### config.mk
export PLATFORM = sky130hd
export DESIGN_NAME = ram_port_a_arbiter_flat
export DESIGN_NICKNAME = d
export VERILOG_FILES = /design/src/rtl/ram_port_a_arbiter_if.sv /design/src/rtl/ram_port_a_arbiter.sv /design/src/flat_wrapper.sv
export SDC_FILE = /design/constraint.sdc
export NUM_CORES = 1
export LEC_CHECK = 0
export BUFFER_PORTS_ARGS = -buffer_cell sky130_fd_sc_hd__buf_2
export CAP_MARGIN = 20
export CELL_PAD_IN_SITES_DETAIL_PLACEMENT = 0
export CELL_PAD_IN_SITES_GLOBAL_PLACEMENT = 1
export CORE_AREA = 2 2 118 120
export CTS_BUF_LIST = sky130_fd_sc_hd__clkbuf_8
export CTS_CLUSTER_SIZE = 12
export DETAILED_ROUTE_END_ITERATION = 7
export DIE_AREA = 0 0 120 122
export GPL_ROUTABILITY_DRIVEN = 0
export GPL_TIMING_DRIVEN = 0
export PLACE_DENSITY = 0.7
export SLEW_MARGIN = 20
export SYNTH_ARGS = -nofsm -noshare
export SYNTH_HDL_FRONTEND = slang
export SYNTH_SLANG_ARGS = --single-unit
### constraint.sdc
create_clock -name clk_i -period 3.02 [get_ports clk_i]
set_input_delay 0.302 -clock clk_i [delete_from_list [all_inputs] [get_ports clk_i]]
set_output_delay 0.302 -clock clk_i [all_outputs]
set_load 0.01 [all_outputs]
### src/rtl/ram_port_a_arbiter_if.sv
// Requester-side and RAM port-A bundle for the port-A round-robin arbiter.
// The arbiter connects through the slave modport; requesters and the RAM connect through master.
interface ram_port_a_arbiter_if #(
    parameter int NUM_REQ    = 4,
    parameter int ADDR_WIDTH = 8,
    parameter int NUM_BYTES  = 4,
    parameter int BYTE_WIDTH = 8,
    parameter int DATA_WIDTH = NUM_BYTES * BYTE_WIDTH
);
    logic [NUM_REQ-1:0]            req_valid;
    logic [NUM_REQ-1:0]            req_ready;
    logic [NUM_REQ*NUM_BYTES-1:0]  req_we;
    logic [NUM_REQ*ADDR_WIDTH-1:0] req_addr;
    logic [NUM_REQ*DATA_WIDTH-1:0] req_din;
    logic [NUM_REQ-1:0]            rsp_valid;
    logic [DATA_WIDTH-1:0]         rsp_data;
    logic                          a_re;
    logic [NUM_BYTES-1:0]          a_we;
    logic [ADDR_WIDTH-1:0]         a_addr;
    logic [DATA_WIDTH-1:0]         a_din;
    logic                          a_ready;
    logic [DATA_WIDTH-1:0]         a_dout;

    modport slave (
        input  req_valid, req_we, req_addr, req_din, a_ready, a_dout,
        output req_ready, rsp_valid, rsp_data, a_re, a_we, a_addr, a_din
    );

    modport master (
        output req_valid, req_we, req_addr, req_din, a_ready, a_dout,
        input  req_ready, rsp_valid, rsp_data, a_re, a_we, a_addr, a_din
    );
endinterface

### src/rtl/ram_port_a_arbiter.sv
// Round-robin arbiter sharing UltraRAM port A between NUM_REQ requesters, stalling while
// port B owns the RAM, and tagging accepted reads through the fixed read latency.
module ram_port_a_arbiter #(
    parameter int NUM_REQ      = 4,
    parameter int ADDR_WIDTH   = 8,
    parameter int NUM_BYTES    = 4,
    parameter int BYTE_WIDTH   = 8,
    parameter int DATA_WIDTH   = NUM_BYTES * BYTE_WIDTH,
    parameter int READ_LATENCY = 1
) (
    input  logic                 clk_i,
    input  logic                 rst_n_i,
    ram_port_a_arbiter_if.slave  bus
);
    localparam int PTR_W = (NUM_REQ > 1) ? $clog2(NUM_REQ) : 1;

    logic [PTR_W-1:0]      rr_ptr_q, rr_ptr_d;
    logic [PTR_W-1:0]      win_idx, cand;
    logic                  win_found, accept, is_read;
    logic [NUM_BYTES-1:0]  win_we;
    logic [ADDR_WIDTH-1:0] win_addr;
    logic [DATA_WIDTH-1:0] win_din;
    logic [NUM_REQ-1:0]    ready_c;

    logic [READ_LATENCY-1:0] tag_vld_q;
    logic [NUM_REQ-1:0]      tag_oh_q [READ_LATENCY];

    // First valid requester at or after rr_ptr, wrapping.
    always_comb begin
        win_found = 1'b0;
        win_idx   = '0;
        cand      = '0;
        for (int j = 0; j < NUM_REQ; j++) begin
            cand = PTR_W'((int'(rr_ptr_q) + j) % NUM_REQ);
            if (!win_found && bus.req_valid[cand]) begin
                win_found = 1'b1;
                win_idx   = cand;
            end
        end
    end

    assign win_we   = bus.req_we[int'(win_idx)*NUM_BYTES +: NUM_BYTES];
    assign win_addr = bus.req_addr[int'(win_idx)*ADDR_WIDTH +: ADDR_WIDTH];
    assign win_din  = bus.req_din[int'(win_idx)*DATA_WIDTH +: DATA_WIDTH];
    assign is_read  = (win_we == '0);

    // Reset gates acceptance so nothing is granted while the tags are being cleared.
    assign accept  = win_found & bus.a_ready & rst_n_i;
    assign ready_c = accept ? (NUM_REQ'(1) << win_idx) : '0;

    assign bus.req_ready = ready_c;
    assign bus.a_re      = accept & is_read;
    assign bus.a_we      = accept ? win_we : '0;
    assign bus.a_addr    = win_found ? win_addr : '0;
    assign bus.a_din     = win_found ? win_din : '0;

    always_comb begin
        rr_ptr_d = rr_ptr_q;
        if (accept) begin
            rr_ptr_d = (int'(win_idx) == NUM_REQ - 1) ? '0 : win_idx + PTR_W'(1);
        end
    end

    always_ff @(posedge clk_i or negedge rst_n_i) begin
        if (!rst_n_i) begin
            rr_ptr_q  <= '0;
            tag_vld_q <= '0;
            for (int i = 0; i < READ_LATENCY; i++) begin
                tag_oh_q[i] <= '0;
            end
        end else begin
            rr_ptr_q     <= rr_ptr_d;
            tag_vld_q[0] <= accept & is_read;
            tag_oh_q[0]  <= ready_c;
            for (int i = 1; i < READ_LATENCY; i++) begin
                tag_vld_q[i] <= tag_vld_q[i-1];
                tag_oh_q[i]  <= tag_oh_q[i-1];
            end
        end
    end

    // RAM output register already aligns the data with the oldest tag.
    assign bus.rsp_valid = tag_vld_q[READ_LATENCY-1] ? tag_oh_q[READ_LATENCY-1] : '0;
    assign bus.rsp_data  = bus.a_dout;
endmodule

### src/flat_wrapper.sv
// flat-port wrapper written by rule: the top's interface ports become plain ports
module ram_port_a_arbiter_flat 
#(
    parameter int NUM_REQ      = 4,
    parameter int ADDR_WIDTH   = 8,
    parameter int NUM_BYTES    = 4,
    parameter int BYTE_WIDTH   = 8,
    parameter int DATA_WIDTH   = NUM_BYTES * BYTE_WIDTH,
    parameter int READ_LATENCY = 1
)
  (clk_i, rst_n_i, bus_req_valid, bus_req_we, bus_req_addr, bus_req_din, bus_a_ready, bus_a_dout, bus_req_ready, bus_rsp_valid, bus_rsp_data, bus_a_re, bus_a_we, bus_a_addr, bus_a_din);
  ram_port_a_arbiter_if #(.NUM_REQ(NUM_REQ), .ADDR_WIDTH(ADDR_WIDTH), .NUM_BYTES(NUM_BYTES), .BYTE_WIDTH(BYTE_WIDTH), .DATA_WIDTH(DATA_WIDTH)) bus_i ();
  input  logic clk_i;
  input  logic rst_n_i;
  input wire logic [$bits(bus_i.req_valid)-1:0] bus_req_valid;
  input wire logic [$bits(bus_i.req_we)-1:0] bus_req_we;
  input wire logic [$bits(bus_i.req_addr)-1:0] bus_req_addr;
  input wire logic [$bits(bus_i.req_din)-1:0] bus_req_din;
  input wire logic [$bits(bus_i.a_ready)-1:0] bus_a_ready;
  input wire logic [$bits(bus_i.a_dout)-1:0] bus_a_dout;
  output wire logic [$bits(bus_i.req_ready)-1:0] bus_req_ready;
  output wire logic [$bits(bus_i.rsp_valid)-1:0] bus_rsp_valid;
  output wire logic [$bits(bus_i.rsp_data)-1:0] bus_rsp_data;
  output wire logic [$bits(bus_i.a_re)-1:0] bus_a_re;
  output wire logic [$bits(bus_i.a_we)-1:0] bus_a_we;
  output wire logic [$bits(bus_i.a_addr)-1:0] bus_a_addr;
  output wire logic [$bits(bus_i.a_din)-1:0] bus_a_din;
  assign bus_i.req_valid = bus_req_valid;
  assign bus_i.req_we = bus_req_we;
  assign bus_i.req_addr = bus_req_addr;
  assign bus_i.req_din = bus_req_din;
  assign bus_i.a_ready = bus_a_ready;
  assign bus_i.a_dout = bus_a_dout;
  assign bus_req_ready = bus_i.req_ready;
  assign bus_rsp_valid = bus_i.rsp_valid;
  assign bus_rsp_data = bus_i.rsp_data;
  assign bus_a_re = bus_i.a_re;
  assign bus_a_we = bus_i.a_we;
  assign bus_a_addr = bus_i.a_addr;
  assign bus_a_din = bus_i.a_din;
  ram_port_a_arbiter #(.NUM_REQ(NUM_REQ), .ADDR_WIDTH(ADDR_WIDTH), .NUM_BYTES(NUM_BYTES), .BYTE_WIDTH(BYTE_WIDTH), .DATA_WIDTH(DATA_WIDTH), .READ_LATENCY(READ_LATENCY)) u_core (.clk_i(clk_i), .rst_n_i(rst_n_i), .bus(bus_i));
endmodule
-- Yosys cells after proc, flatten, opt, wreduce, memory -nomap -nowiden
Index checks and enable logic that the tools add are counted.
Widths: inputs -> output; s select.
- logic and storage cells: 48
- flip-flop bits (word level): 7
- shift operators: 4
- magnitude comparators: 4
- equal/unequal tests: 1
- bitwise operators: 3
- reduce and logical (&&, ||, !) cells: 7
- add/subtract/negate cells: 4
- multiplexer cells: 22
- operators with widths (kind ; count):
    $shiftx 128x8->32 ; 1
    $mux 32 ; 1
    $shiftx 32x6->8 ; 1
    $shiftx 16x5->4 ; 1
    $lt 2x3->1 const B ; 4
    $mux 4 ; 3
    $mux 2 ; 5
    $bmux 1 s2 ; 4
    $mux 1 ; 8
    $mux 8 ; 1
    $add 2x1->2 const B ; 2
    $add 2x2->2 const B ; 2
    $logic_not 4->1 ; 1
    $shl 1x2->4 const A ; 1
    $and 1x1->1 ; 3
    $logic_and 1x1->1 ; 3
    $logic_not 1->1 ; 3
    $eq 2x1->1 const B ; 1

-- Logic depth before layout (Yosys ltp)
Gate-level depths: netlist (run 1).
- depth after elaboration: 15
- gate-level depth with buffers: 9
- depth with buffers taken out: 7

-- Least setup slack after synthesis (run 1)
Ideal clock, no wire load.
- path kind: register to output
- from: reg u_core.rr_ptr_q[0]
- to: out bus_a_din[10]
- data arrival time: 1.911 ns
- slack: 0.807 ns
- cell stages (with the launch flop): 8
- path through: dfrtp_1 > nor2_1 > o21bai_1 > a221oi_4 > inv_4 > buf_6 > mux4_2 > nor2b_1
- longest elaborated chain between the ends: 14
- elaborated cells on any way between the ends: 27
- those cells by class: add/sub (3); shift (1); mux (17); reduce/logical (6)
- RTL lines (item ; RTL line ; text):
    start, declared ; ram_port_a_arbiter.sv:17 ; logic [PTR_W-1:0] rr_ptr_q, rr_ptr_d;
    start signal, assigned ; ram_port_a_arbiter.sv:72 ; rr_ptr_q <= rr_ptr_d;
    parallel branches: the longest is 13 deep, another holds $add 2x1->2 ; -- ;
    $mux 32 (*) ; ram_port_a_arbiter.sv:55 ; assign bus.a_din = win_found ? win_din : '0;
    end, declared ; flat_wrapper.sv:27 ; output wire logic [$bits(bus_i.a_din)-1:0] bus_a_din;
Every way passes the cells marked *. The select of a mux whose other input is x is not followed.

-- Worst setup path in the final report (run 1)
- from: reg u_core.rr_ptr_q[0]
- to: out bus_a_din[27]
Same word-level chain as after synthesis.

==> results of run 1 <==
logic make-up after synthesis:
kind of cell	Yosys count	synth area share, %
flops	7	8.55
simple gates	70	19.7
mux	51	49.7
fa+ha+maj	4	2.44
compound gates	7	3.05
buf+inv	48	16.6
layer usage:
metal / GRT usage [%] / vias up / wire, um
met5: 0 / - / 0
met4: 2.13 / 0 / 68
met3: 1.08 / 7 / 788
met2: 21.9 / 180 / 4820
met1: 12.4 / 1221 / 3360
li1: - / 1213 / -
power breakdown:
group / switching [mW] / internal (mW)
registers: 0.00889 / 0.108
logic: 0.566 / 0.719
clock network: 0.0372 / 0.0875
sequential cells by signal (all words and copies together), names as in the netlist:
register / cells
u_core.tag_vld_q: 1
u_core.rr_ptr_q: 2
u_core.tag_oh_q: 4
worst max-delay path: cells and delay by family, from the launching register on:
kind,cells,cell delay [ps]
and+or+nand+nor,3,630
buffers and inverters,3,750
AOI/OAI and AO/OA,1,160
muxes,1,320
DFF,1,400
stage by stage:
| step | utilization [%] | hold slack (ps) |
|---|---|---|
| 2_1_floorplan | - | 6.41 |
| 3_3_place_gp | 26.7 | 140 |
| 5_1_grt | 27.3 | 475 |
| 4_1_cts | 27.2 | 442 |
| 6_report | 27.3 | 429 |
| 3_5_place_dp | 26.8 | 142 |
timing repair:
action / in CTS / in global routing
setup endpoints to repair: 0 / 21
gates resized for setup: 0 / 1
hold buffers: 1 / 0
setup buffers: 0 / 2
hold endpoints to repair: 7 / 0
cell usage after synthesis, drive strengths merged:
master and n:
nand2 5, o21ai 2, ha 4, nor2 8
o21bai 1, nand3 1, o21a 1, nand2b 1
and4 1, o22ai 1, buf 41, mux2 5
nor2b 41, mux4 40, mux2i 6, dfrtp 7
and2 8, a221oi 1, or2 2, nor3 2
clkbuf 4, inv 3, a21oi 1, nand4 1
cell type report:
| cell class | instances | share of cell area (%) |
|---|---|---|
| well taps | 180 | 6.11 |
| flip-flops and latches | 7 | 4.75 |
| clock buffers | 3 | 1.12 |
| inverters | 3 | 0.373 |
| plain buffers | 45 | 8.89 |
| repair buffers | 270 | 36.9 |
| multi-input cells | 132 | 41.7 |
| clock inverters | 1 | 0.102 |
path summary, 6_finish.rpt:
kind / to / slack, ps
min reg2reg: u_core.rr_ptr_q[0] / 550
max in group asynchronous: u_core.tag_oh_q[3] / 2430
min: u_core.tag_oh_q[1] / 430
min in group clk_i: u_core.rr_ptr_q[1] / 550
max reg2reg: u_core.rr_ptr_q[1] / 770
max: bus_a_din[27] / 230
==> out/results.txt, run 1 <==
Status -> complete, no violations
Largest area contributor in the netlist -> mux4_2
Fin worst setup slack -> 231 ps
Initial drt markers -> 34
Startpoint class of the critical path -> flop
Clk_lat worst skew -> 230 ps
TritonCTS clock tree -> yes
Post-Place Cell Area -> 3610 sq um
Starting Density -> 15.2%
Cell Rows -> 43
Fill count -> 1474
Die area -> 14600 sq um
Drt wl/cell -> 14.1 um
Maximum buffer depth of the clock tree -> 2
Post-layout instance area -> 3690 sq um
Placed Cells -> 634
Clock sink total -> 7
Clock root cell -> clkbuf_8
Core footprint -> 13500 sq um
Clock-pin slew on the worst setup and hold paths -> 40 ps
Critical path type -> flop to output port
Final hold vios -> 0
Ant. Diodes -> 0
DR vias -> 2621
Ordered list of cells on the worst path -> nor2b_1, o21ai_0, nand4_1, clkbuf_4, buf_2, mux4_2, nor2b_1, buf_2
Overall Global Routing Usage -> 10.9%
Drt via density -> 4.09
Worst setup path start -> u_core.rr_ptr_q[0]
Die H -> 122 um
Worst Hold Class -> primary input to asynchronous set/reset pin
Crit-path max cell delay -> 400 ps
Min Tclk post-route -> 2790 ps
First-pass GRT wire length -> 12.5 mm
Arrival time worst endpoint -> 2490 ps
Dpl ws -> 287 ps
Most common cell after layout, fill and taps aside -> buf_2
Share of cells above drive strength 1 -> 78.7%
Number of global-route vias before repair -> 2646
Post-Layout Cell Count -> 641
Most frequent cells in the layout -> buf_2 (271), nor2b_1 (41), mux4_2 (40)
CP Capture Type -> output port
TritonRoute pass-1 iters -> 4
Critical-path top delay cell -> dfrtp_1
Final setup TNS -> 0 ps
Crit share post-route -> 92.4%
RSZ-0062 raised after global routing -> false
DR DRC count -> 0
DRT Wirelength -> 9.04 mm
Initial antenna violation count -> 0
Synth Instances -> 187
#FFs+latches synth -> 7
Post-DRT Antenna Nets -> 0
Pwr Total -> 1.53 mW
Dpl hpwl -> 8.22 mm
Crit Path Max Fanout -> 10
Ys Warns -> 0
Clock Skews -> 4.40 ps
Worst Path Required -> 2720 ps
Final setup viols -> 0
IO Count -> 300
Netlist cell types -> 27
Chip width -> 120 um
Max Freq -> 359 MHz
LEAKAGE -> 1.96 nW
Worst-Margin Slew -> 587 ps
Sequential area share after synthesis -> 8.55%
CTS HTree Levels -> 1
Largest net degree at the start of global routing -> 12
IO Port Bufs -> 267
Syn Nets -> 406
Post-Synthesis Cell Area -> 2050 sq um
Max Cap Viol -> 0
R2R depth -> 9
TritonCTS buffer count -> 3
Max-slew headroom -> 60.7%
Total congestion overflow -> 0
IR drop worst, VDD -> 162 uV
Reg2Reg Launch Point -> u_core.rr_ptr_q[0]
Area delta synth->final -> 80.0%
Syn avg cell area -> 11.0 sq um
Reg area -> 175 sq um
Synth top area share -> 44.0%
Pins over their slew limit -> 0
Top area cells in the synthesized netlist -> mux4_2 (44%), nor2b_1 (13%), buf_4 (12%)
Multi-input logic area -> 1540 sq um
# nets final -> 681
Power Density -> 414 nW/um^2
Power figures use the tool's default switching activity.
==> run 2, diff against run 1 <==
--- a/config.mk
+++ b/config.mk
@@ -7,7 +7,7 @@
 export LEC_CHECK = 0
 export BUFFER_PORTS_ARGS = -buffer_cell sky130_fd_sc_hd__buf_2
 export CAP_MARGIN = 20
-export CELL_PAD_IN_SITES_DETAIL_PLACEMENT = 0
+export CELL_PAD_IN_SITES_DETAIL_PLACEMENT = 1
 export CELL_PAD_IN_SITES_GLOBAL_PLACEMENT = 1
 export CORE_AREA = 2 2 118 120
 export CTS_BUF_LIST = sky130_fd_sc_hd__clkbuf_8
==> out/results.txt, run 2 (synthesis results as in run 1) <==
Worst Hold Class -> primary input to asynchronous set/reset pin
Worst Path Required -> 2720 ps (about the same)
Die area -> 14600 sq um (unchanged)
Overall Global Routing Usage -> 12.1% (+1.2 points)
IO Count -> 300 (unchanged)
Post-layout instance area -> 3690 sq um (+0.14%)
Number of global-route vias before repair -> 2718 (+2.7%)
Dpl hpwl -> 8.85 mm (+7.7%)
LEAKAGE -> 1.97 nW (+0.19%)
CP Capture Type -> output port
Startpoint class of the critical path -> flop
Uppermost routed layer -> met4
# nets final -> 682 (+0.15%)
Clock root cell -> clkbuf_8
Status -> complete, no violations
Final setup TNS -> 0 ps (unchanged)
Met2 routed WL -> 5.29 mm (+9.6%)
Worst-Margin Slew -> 592 ps (+5.29 ps)
Placed Cells -> 634 (unchanged)
Initial antenna violation count -> 0 (unchanged)
IO Port Bufs -> 267 (unchanged)
Chip width -> 120 um (unchanged)
Pins over their slew limit -> 0 (unchanged)
Utilization after layout -> 27.3% (+0.037 points)
DR vias -> 2663 (+1.6%)
Starting Density -> 15.2% (unchanged)
Crit Reg-Reg Endpoint -> u_core.rr_ptr_q[1]
Most frequent cells in the layout -> buf_2 (272), nor2b_1 (41), mux4_2 (40)
Final hold vios -> 0 (unchanged)
R2R depth -> 9 (unchanged)
Critical path type -> flop to output port
Maximum buffer depth of the clock tree -> 2 (unchanged)
Largest net degree at the start of global routing -> 12 (unchanged)
Initial drt markers -> 51 (+50%)
Hold slack -> 441 ps (+12.0 ps)
Crit share post-route -> 93.9% (+1.5 points)
Cell Rows -> 43 (unchanged)
Most flops, register -> u_core.tag_oh_q
Max reg flops -> 4 (unchanged)
Clk_lat worst skew -> 230 ps (about the same)
Max Cap Viol -> 0 (unchanged)
Biggest regs -> u_core.tag_oh_q: 4 flops, u_core.rr_ptr_q: 2 flops, u_core.tag_vld_q: 1 flops
Die H -> 122 um (unchanged)
Reg2Reg Launch Point -> u_core.rr_ptr_q[0]
Power Density -> 418 nW/um^2 (+0.96%)
IR drop worst, VDD -> 136 uV (-16%)
CTS HTree Levels -> 1 (unchanged)
Final setup viols -> 0 (unchanged)
Post-DRT Antenna Nets -> 0 (unchanged)
Core footprint -> 13500 sq um (unchanged)
RSZ-0062 raised after global routing -> false
Min Tclk post-route -> 2840 ps (+46.8 ps)
TritonRoute pass-1 iters -> 4 (unchanged)
Share of cells above drive strength 1 -> 78.8% (about the same)
Arrival time worst endpoint -> 2530 ps (+40 ps)
Ant. Diodes -> 0 (unchanged)
Max-slew headroom -> 60.3% (-0.35 points)
Drt wl/cell -> 15.3 um (+8.4%)
TritonCTS clock tree -> yes
DR DRC count -> 0 (unchanged)
Clock-pin slew on the worst setup and hold paths -> 40 ps (about the same)
FF-to-FF setup slack -> 700 ps (-70 ps)
Drt via density -> 4.15 (+1.4%)
Met1 WL -> 3.63 mm (+8.1%)
Post-Layout Cell Count -> 642 (+0.16%)
Total congestion overflow -> 0 (unchanged)
Crit Path Max Fanout -> 10 (unchanged)
Clock sink total -> 7 (unchanged)
First-pass GRT wire length -> 13.9 mm (+11%)
Clock Skews -> 5.57 ps (+1.17 ps)
Max Freq -> 353 MHz (-1.6%)
Area delta synth->final -> 80.3%
Post-Place Cell Area -> 3610 sq um (unchanged)
Wire length on met3 -> 804 um (+2.0%)
TritonCTS buffer count -> 3 (unchanged)
Most common cell after layout, fill and taps aside -> buf_2
DRT Wirelength -> 9.81 mm (+8.5%)
[run 2: how the worst max path moves through the flow]
stage | from | endpoint | slack [ps]
finish | u_core.rr_ptr_q[0] | bus_a_din[16] | 180
global route | u_core.rr_ptr_q[0] | bus_a_addr[2] | 30
CTS | u_core.rr_ptr_q[1] | bus_a_din[21] | 20
detailed placement | bus_req_valid[3] | bus_a_addr[1] | 270
global placement | bus_req_valid[3] | bus_a_re | 30
floorplan | u_core.rr_ptr_q[0] | bus_a_din[10] | 810
[run 2: final cells by class]
| cell class | count | area (sq um) |
|---|---|---|
| Buffer | 45 | 325 |
| Clock buffer | 3 | 41.3 |
| Clock inverter | 1 | 3.75 |
| Fill cell | 1675 | 9810 |
| Inverter | 3 | 13.8 |
| Multi-Input combinational cell | 132 | 1540 |
| Sequential cell | 7 | 175 |
| Tap cell | 180 | 225 |
| Timing Repair Buffer | 271 | 1370 |
[run 2: worst max-delay path, stage by stage (launching register included)]
cell	delay, ps
dfrtp_1	390
nor2b_1	190
o21ai_0	100
nand4_1	260
buf_2	370
buf_2	330
mux4_2	340
nor2b_1	160
buf_2	160
[run 2: routing by layer]
metal	up-vias	GRT usage [%]
met5	-	0
met4	0	2.21
met3	8	1.54
met2	179	23.7
met1	1258	14.0
li1	1218	-
[run 2: where the power goes]
group          total, mW  internal, mW  switching, mW
logic               1.30         0.723          0.577
clock network      0.125        0.0876         0.0377
registers          0.118         0.108         0.0105
total               1.54         0.919          0.625
[run 2: timing repair]
item                                   in CTS  in global routing
gates resized for setup                     0                  0
setup endpoints to repair                   0                 37
buffers inserted                            0                  3
hold buffers                                1                  0
endpoints found under the hold margin       7                  0
[run 2: through the flow]
step	worst slack (ps)	power [mW]
global placement	28.1	1.40
global route	25.6	1.67
detailed placement	270	1.43
finish	184	1.54
floorplan	807	0.968
CTS	24.6	1.56
